### config.mk
export PLATFORM = sky130hd
export DESIGN_NAME = ov7670_capture_ctrl
export DESIGN_NICKNAME = d
export VERILOG_FILES = /design/src/rtl/ov_capture_pkg.sv /design/src/rtl/ov_rgb565_luma.sv /design/src/rtl/ov7670_capture_ctrl.sv
export SDC_FILE = /design/constraint.sdc
export NUM_CORES = 1
export LEC_CHECK = 0
export BUFFER_PORTS_ARGS = -buffer_cell sky130_fd_sc_hd__buf_2
export CAP_MARGIN = 20
export CORE_UTILIZATION = 59
export CTS_CLUSTER_DIAMETER = 100
export DETAILED_ROUTE_END_ITERATION = 8
export GPL_ROUTABILITY_DRIVEN = 0
export PLACE_DENSITY = 0.79
export SLEW_MARGIN = 20
export SYNTH_ARGS = -nofsm -noshare
export SYNTH_HDL_FRONTEND = slang
export SYNTH_SLANG_ARGS = --single-unit
### constraint.sdc
create_clock -name PCLK -period 4.6 [get_ports PCLK]
set_input_delay 0.23 -clock PCLK [delete_from_list [all_inputs] [get_ports PCLK]]
set_output_delay 0.23 -clock PCLK [all_outputs]
set_load 0.02 [all_outputs]
### src/rtl/ov_capture_pkg.sv
// Shared types and constants for the OV7670 capture controller: FSM states, RGB565 field
// positions, luma weights and the decimation legality check.
package ov_capture_pkg;

    typedef enum logic [1:0] {
        StIdle,
        StArm,
        StActive,
        StDone
    } state_e;

    localparam int unsigned RedMsb = 15;
    localparam int unsigned RedLsb = 11;
    localparam int unsigned GrnMsb = 10;
    localparam int unsigned GrnLsb = 5;
    localparam int unsigned BluMsb = 4;
    localparam int unsigned BluLsb = 0;

    localparam int unsigned LumaKr    = 2;
    localparam int unsigned LumaKg    = 5;
    localparam int unsigned LumaKb    = 1;
    localparam int unsigned LumaShift = 3;

    function automatic bit decim_ok(input int unsigned d);
        return (d == 1) || (d == 2) || (d == 4);
    endfunction

endpackage

### src/rtl/ov_rgb565_luma.sv
// Combinational RGB565 to 8-bit luma: Y = (2*R8 + 5*G8 + B8) >> 3 on an 11-bit sum.
module ov_rgb565_luma
    import ov_capture_pkg::*;
(
    input  logic [15:0] rgb,
    output logic [7:0]  y
);

    logic [10:0] r8, g8, b8, sum;

    always_comb begin
        // Channels widened to 8 bits by left shift, then zero-extended into the sum width.
        r8  = {3'b000, rgb[RedMsb:RedLsb], 3'b000};
        g8  = {3'b000, rgb[GrnMsb:GrnLsb], 2'b00};
        b8  = {3'b000, rgb[BluMsb:BluLsb], 3'b000};
        sum = 11'(LumaKr) * r8 + 11'(LumaKg) * g8 + 11'(LumaKb) * b8;
        y   = 8'(sum >> LumaShift);
    end

endmodule

### src/rtl/ov7670_capture_ctrl.sv
// OV7670 frame capture: RGB565 byte pairs to luma/binary frame-buffer writes with decimation.
// Define OV_CAPTURE_STATS_EN to add the LineCount and LastLinePix statistics outputs.
module ov7670_capture_ctrl
    import ov_capture_pkg::*;
#(
    parameter int unsigned H_ACTIVE = 640,
    parameter int unsigned V_ACTIVE = 480,
    parameter int unsigned DECIM    = 1,
    parameter int unsigned OUT_MODE = 1,
    parameter int unsigned ADDR_W   = 19
) (
    input  logic              PCLK,
    input  logic              Reset,
    input  logic              Enable,
    input  logic              VSYNC,
    input  logic              HREF,
    input  logic [7:0]        D,
    input  logic [7:0]        Threshold,
    output logic              WrEn,
    output logic [ADDR_W-1:0] WrAddr,
    output logic [7:0]        WrData,
    output logic              FrameStart,
    output logic              FrameDone,
    output logic              Busy,
    output logic              LineErr,
`ifdef OV_CAPTURE_STATS_EN
    output logic              FrameErr,
    output logic [10:0]       LineCount,
    output logic [11:0]       LastLinePix
`else
    output logic              FrameErr
`endif
);

    if (!decim_ok(DECIM)) begin : g_bad_decim
        $error("DECIM must be 1, 2 or 4");
    end

    localparam logic [11:0] HMax    = 12'(H_ACTIVE);
    localparam logic [10:0] VMax    = 11'(V_ACTIVE);
    localparam logic [11:0] ColMask = 12'(DECIM - 1);
    localparam logic [10:0] RowMask = 11'(DECIM - 1);

    state_e state_q, state_d;

    logic              vsync_q, href_q, phase_q;
    logic [7:0]        hi_q;
    logic [11:0]       col_q;
    logic [10:0]       row_q;
    logic [ADDR_W-1:0] addr_q;
    logic              wr_en_q, frame_start_q, frame_done_q, line_err_q, frame_err_q;
    logic [ADDR_W-1:0] wr_addr_q;
    logic [7:0]        wr_data_q;

    logic vsync_fall, vsync_rise, href_fall;
    logic start_frame, end_frame, capture, line_end, write_ok;
    logic [7:0] luma, pix_data;

    assign vsync_fall = vsync_q & ~VSYNC;
    assign vsync_rise = ~vsync_q & VSYNC;
    assign href_fall  = href_q & ~HREF;

    always_ff @(posedge PCLK) begin
        if (!Reset) begin
            state_q <= StIdle;
        end else begin
            state_q <= state_d;
        end
    end

    always_comb begin
        state_d = state_q;
        unique case (state_q)
            StIdle:   if (VSYNC) state_d = StArm;
            StArm:    if (vsync_fall && Enable) state_d = StActive;
            StActive: if (vsync_rise) state_d = StDone;
            StDone:   state_d = StArm;
            default:  state_d = StIdle;
        endcase
    end

    always_comb begin
        Busy        = (state_q == StActive);
        start_frame = (state_q == StArm) && vsync_fall && Enable;
        end_frame   = (state_q == StActive) && vsync_rise;
        capture     = Busy && HREF;
        line_end    = Busy && href_fall;
    end

    ov_rgb565_luma u_luma (
        .rgb ({hi_q, D}),
        .y   (luma)
    );

    assign pix_data = (OUT_MODE == 1) ? {7'd0, luma >= Threshold} : luma;
    assign write_ok = (col_q < HMax) && (row_q < VMax) &&
                      ((col_q & ColMask) == 12'd0) && ((row_q & RowMask) == 11'd0);

    always_ff @(posedge PCLK) begin
        if (!Reset) begin
            vsync_q       <= 1'b0;
            href_q        <= 1'b0;
            phase_q       <= 1'b0;
            hi_q          <= 8'd0;
            col_q         <= 12'd0;
            row_q         <= 11'd0;
            addr_q        <= '0;
            wr_en_q       <= 1'b0;
            wr_addr_q     <= '0;
            wr_data_q     <= 8'd0;
            frame_start_q <= 1'b0;
            frame_done_q  <= 1'b0;
            line_err_q    <= 1'b0;
            frame_err_q   <= 1'b0;
        end else begin
            vsync_q       <= VSYNC;
            href_q        <= HREF;
            frame_start_q <= start_frame;
            frame_done_q  <= end_frame;
            wr_en_q       <= 1'b0;
            if (start_frame) begin
                addr_q      <= '0;
                wr_addr_q   <= '0;
                row_q       <= 11'd0;
                col_q       <= 12'd0;
                phase_q     <= 1'b0;
                line_err_q  <= 1'b0;
                frame_err_q <= 1'b0;
            end
            if (end_frame && (row_q != VMax)) frame_err_q <= 1'b1;
            if (capture) begin
                if (!phase_q) begin
                    hi_q    <= D;
                    phase_q <= 1'b1;
                end else begin
                    phase_q <= 1'b0;
                    if (col_q != '1) col_q <= col_q + 12'd1;
                    if (col_q >= HMax) line_err_q <= 1'b1;
                    if (write_ok) begin
                        wr_en_q   <= 1'b1;
                        wr_addr_q <= addr_q;
                        wr_data_q <= pix_data;
                        // Saturate rather than wrap onto the start of the buffer.
                        if (addr_q != '1) addr_q <= addr_q + ADDR_W'(1);
                    end
                end
            end
            if (line_end) begin
                if (phase_q) line_err_q <= 1'b1;
                phase_q <= 1'b0;
                col_q   <= 12'd0;
                if (row_q != '1) row_q <= row_q + 11'd1;
            end
        end
    end

`ifdef OV_CAPTURE_STATS_EN
    always_ff @(posedge PCLK) begin
        if (!Reset) begin
            LineCount   <= 11'd0;
            LastLinePix <= 12'd0;
        end else begin
            if (end_frame) LineCount <= row_q;
            if (line_end) LastLinePix <= col_q;
        end
    end
`endif

    assign WrEn       = wr_en_q;
    assign WrAddr     = wr_addr_q;
    assign WrData     = wr_data_q;
    assign FrameStart = frame_start_q;
    assign FrameDone  = frame_done_q;
    assign LineErr    = line_err_q;
    assign FrameErr   = frame_err_q;

endmodule

==> flow_metrics.py <==
metrics = {
    "pwr": {
        "seq_power_share": 0.463,
        "p_sw_uw": 496.4,
        "p_per_area_nw_per_um2": 314.3,
        "vdd_drop_max_mv": 0.2062,
        "power.leakage_uw": 0.001975,
        "sw_frac_of_total": 0.3152,
        "combPwrFrac": 0.225,
        "power_frac_clock": 0.312,
        "p_int_uw": 1078,
    },
    "synthesis": {
        "synth_most_common_cell": "dfxtp_1",
        "synthArstFlopShare": 0,
        "synth_seq_cells": 80,
        "avgSynthCellArea_um2": 7.973,
        "synth_common_cells": "80 x dfxtp_1, 77 x nand2_1, 69 x a21oi_1",
        "synth_top_area_share": 0.3493,
        "synth_edf_count": 0,
        "synth_area_leader_cell": "dfxtp_1",
        "yosys_most_used_dff": "dfxtp_1",
        "syn_area_um2": 4584,
        "seq_area_frac_synth": 0.3493,
        "synthDistinctLibCells": 62,
        "yosysWarningCount": 0,
        "netlist_instances": 575,
        "synthTopCellsByArea": "dfxtp_1 35%, ha_1 8.7%, a21oi_1 7.5%",
    },
    "routing": {
        "via_per_inst": 5.881,
        "ant_nets": 0,
        "dr.pass1.iters": 5,
        "vias": 4193,
        "route.detailed.drc": 0,
        "wl_mm": 10.07,
        "post_drt_wl_per_cell_um": 14.12,
        "drtIter0Drc": 265,
    },
    "global_route": {
        "grt_antenna_before_repair": 0,
        "grt_max_degree": 49,
        "grt_pass1_wl_mm": 17.56,
        "grt_use_total": 0.2580,
        "grt_pass1_vias": 3945,
        "grt.overflow.total": 0,
    },
    "timing": {
        "post-route-period-util": 0.8367,
        "tightest_slew_ns": 0.9502,
        "drv_slew": 0,
        "rsz0062_at_grt": "no",
        "fmax_mhz": 259.8,
        "slew_headroom": 0.3642,
        "timing.final.crit_period_ns": 3.849,
        "clock_skew_ns": 0.01042,
        "setup_viol": 0,
        "hold_viol_final": 0,
        "fin_ws_ns": 0.7511,
        "totalNegativeSetupSlack_ns": 0,
    },
    "clock_network": {
        "cts_buffer_depth": 2,
        "tritoncts": "yes",
        "htreeDepth": 3,
        "cts_sinks": 80,
        "postCtsSetupBuffers": 0,
        "numCtsBuffers": 9,
        "worst_skew_pair.late_latency_ns": 0.35,
        "post_cts_resized": 0,
        "root_buffer": "clkbuf_8",
        "clk_pin_slew_ns": 0.08,
        "cts_hold_buffers": 0,
    },
    "cells_and_area": {
        "antenna_cells": 0,
        "nets": 668,
        "final_util": 0.6798,
        "drive_above_1_share": 0.1270,
        "syn2layout_area_growth_pct": 9.279,
    },
    "outcome": {
        "status": "complete, no violations",
    },
    "setup_path": {
        "cp-end-kind": "flip-flop",
        "critical_path_class": "flip-flop to flip-flop",
        "worst_path_max_delay_cell": "fa_1",
        "required_ns": 4.88,
        "worstPathArrival_ns": 4.13,
        "crit_path_cell_trace": "ha_1, ha_1, fa_1, fa_1, ha_1, a21o_1, a21oi_1, o21ai_0, xnor2_1, ha_1, nand4_1, or3_1, a31oi_1",
        "cp_common_cell": "ha_1",
        "start_kind": "flip-flop",
        "slowest_delay_ns": 0.50,
        "crit_path_max_fanout": 3,
    },
    "floorplan": {
        "start_util": 0.6221,
        "core_um2": 7370,
        "die_area_um2": 8127,
        "io_pins": 54,
        "die_y_um": 90.15,
        "fp.dieW_um": 90.15,
        "fp-row-count": 31,
    },
    "placed_design": {
        "portBuffers": 46,
        "dpl.hpwl_mm": 7.151,
        "pre_cts_slack_ns": 0.7736,
    },
    "run": {
        "drv_cap": 0,
    },
    "worst_hold_path": {
        "min_path_type": "input pin to flip-flop",
    },
}
[through the flow]
step | std cells | power (µW) | hold slack (ns) | instance area [µm²]
6_report | 713 | 1575 | 0.1390 | 5010
5_1_grt | 713 | 1670 | 0.1461 | 5010
4_1_cts | 713 | 1580 | 0.1264 | 5010
3_5_place_dp | 697 | 1095 | 0.4566 | 4822
3_3_place_gp | 697 | 1075 | 0.4519 | 4822
2_1_floorplan | 581 | 1019 | 0.3517 | 4607
[cell type report]
class	count	area (µm²)
repair buffers	50	260.3
multi-input cells	436	2716
flip-flops and latches	80	1602
fillers	650	2360
clock buffers	10	137.6
clock inverters	6	50.05
inverters	32	120.1
well taps	99	123.9
[critical path: cells and delay by family (launching register included)]
family / cells / cell delay [ns]
and+or+nand+nor: 2 / 0.47
AOI/OAI and AO/OA: 4 / 0.68
adders and majority gates: 6 / 2.10
DFF: 1 / 0.38
xor gates and xnor gates: 1 / 0.16
[power groups by stage]
| stage | Combinational, µW | Clock [µW] | Sequential [µW] |
|---|---|---|---|
| 6_report | 354 | 491 | 730 |
| 3_3_place_gp | 331 | 0 | 744 |
| 2_1_floorplan | 274 | 0 | 744 |
| 5_1_grt | 405 | 532 | 733 |
| 3_5_place_dp | 349 | 0 | 746 |
| 4_1_cts | 352 | 499 | 730 |
[path summary, 6_finish.rpt]
path,end,cells after the start,from,slack [ns]
max reg2reg,WrData[0]$_SDFFE_PN0P_,13,hi_q[0]$_SDFFE_PN0P_,0.75
min,hi_q[5]$_SDFFE_PN0P_,3,D[5],0.14
min reg2reg,WrAddr[0]$_SDFF_PN0_,2,WrAddr[0]$_SDFF_PN0_,0.47
max,WrData[0]$_SDFFE_PN0P_,13,hi_q[0]$_SDFFE_PN0P_,0.75
[registers in the layout (all words and copies together), names as in the netlist]
signal	count
FrameErr	1
FrameDone	1
href_q	1
vsync_q	1
LineErr	1
phase_q	1
WrEn	1
col_q	12
row_q	11
state_q	2
hi_q	8
WrData	1
WrAddr	19
addr_q	19
FrameStart	1
[cell usage in the layout (no fill, tap or decap), types with 3 or more instances in the layout]
| master | n |
|---|---|
| dfxtp_1 | 80 |
| nand2_1 | 77 |
| a21oi_1 | 69 |
| nand3_1 | 50 |
| buf_2 | 46 |
| inv_1 | 32 |
| ha_1 | 32 |
| nor2_1 | 30 |
| o21ai_0 | 26 |
| nor3_1 | 14 |
| nand4_1 | 12 |
| or3_1 | 10 |
| a31oi_1 | 10 |
| clkbuf_8 | 10 |
| xnor2_1 | 9 |
| a21o_1 | 7 |
| conb_1 | 7 |
| and3_1 | 6 |
| a211oi_1 | 6 |
| fa_1 | 6 |
| nand2b_1 | 5 |
| or2_2 | 4 |
| nor4_1 | 4 |
| o31ai_1 | 4 |
| buf_4 | 4 |
| or4_1 | 3 |
| and4_1 | 3 |
| mux2i_1 | 3 |
| o41ai_1 | 3 |
| inv_6 | 3 |
[cells by family (layout without fill, tap and decap cells)]
kind of cell	Yosys count	after routing	synth area share
AOI/OAI and AO/OA	147	147	0.1973
xor gates and xnor gates	11	11	0.02102
adders and majority gates	38	38	0.1135
buffers and inverters	65	98	0.06305
DFF	80	80	0.3493
muxes	3	3	0.006550
other	1	7	0.0008180
and+or+nand+nor	230	230	0.2484
[layer usage]
layer	vias to the layer above	global-route usage	wire length (µm)
met4	0	0.09677	131
met2	154	0.4262	4686
li1	2115	-	-
met5	-	0	0
met1	1906	0.3371	4572
met3	18	0.04399	676
No activity file was read; power rests on OpenSTA's default activity.
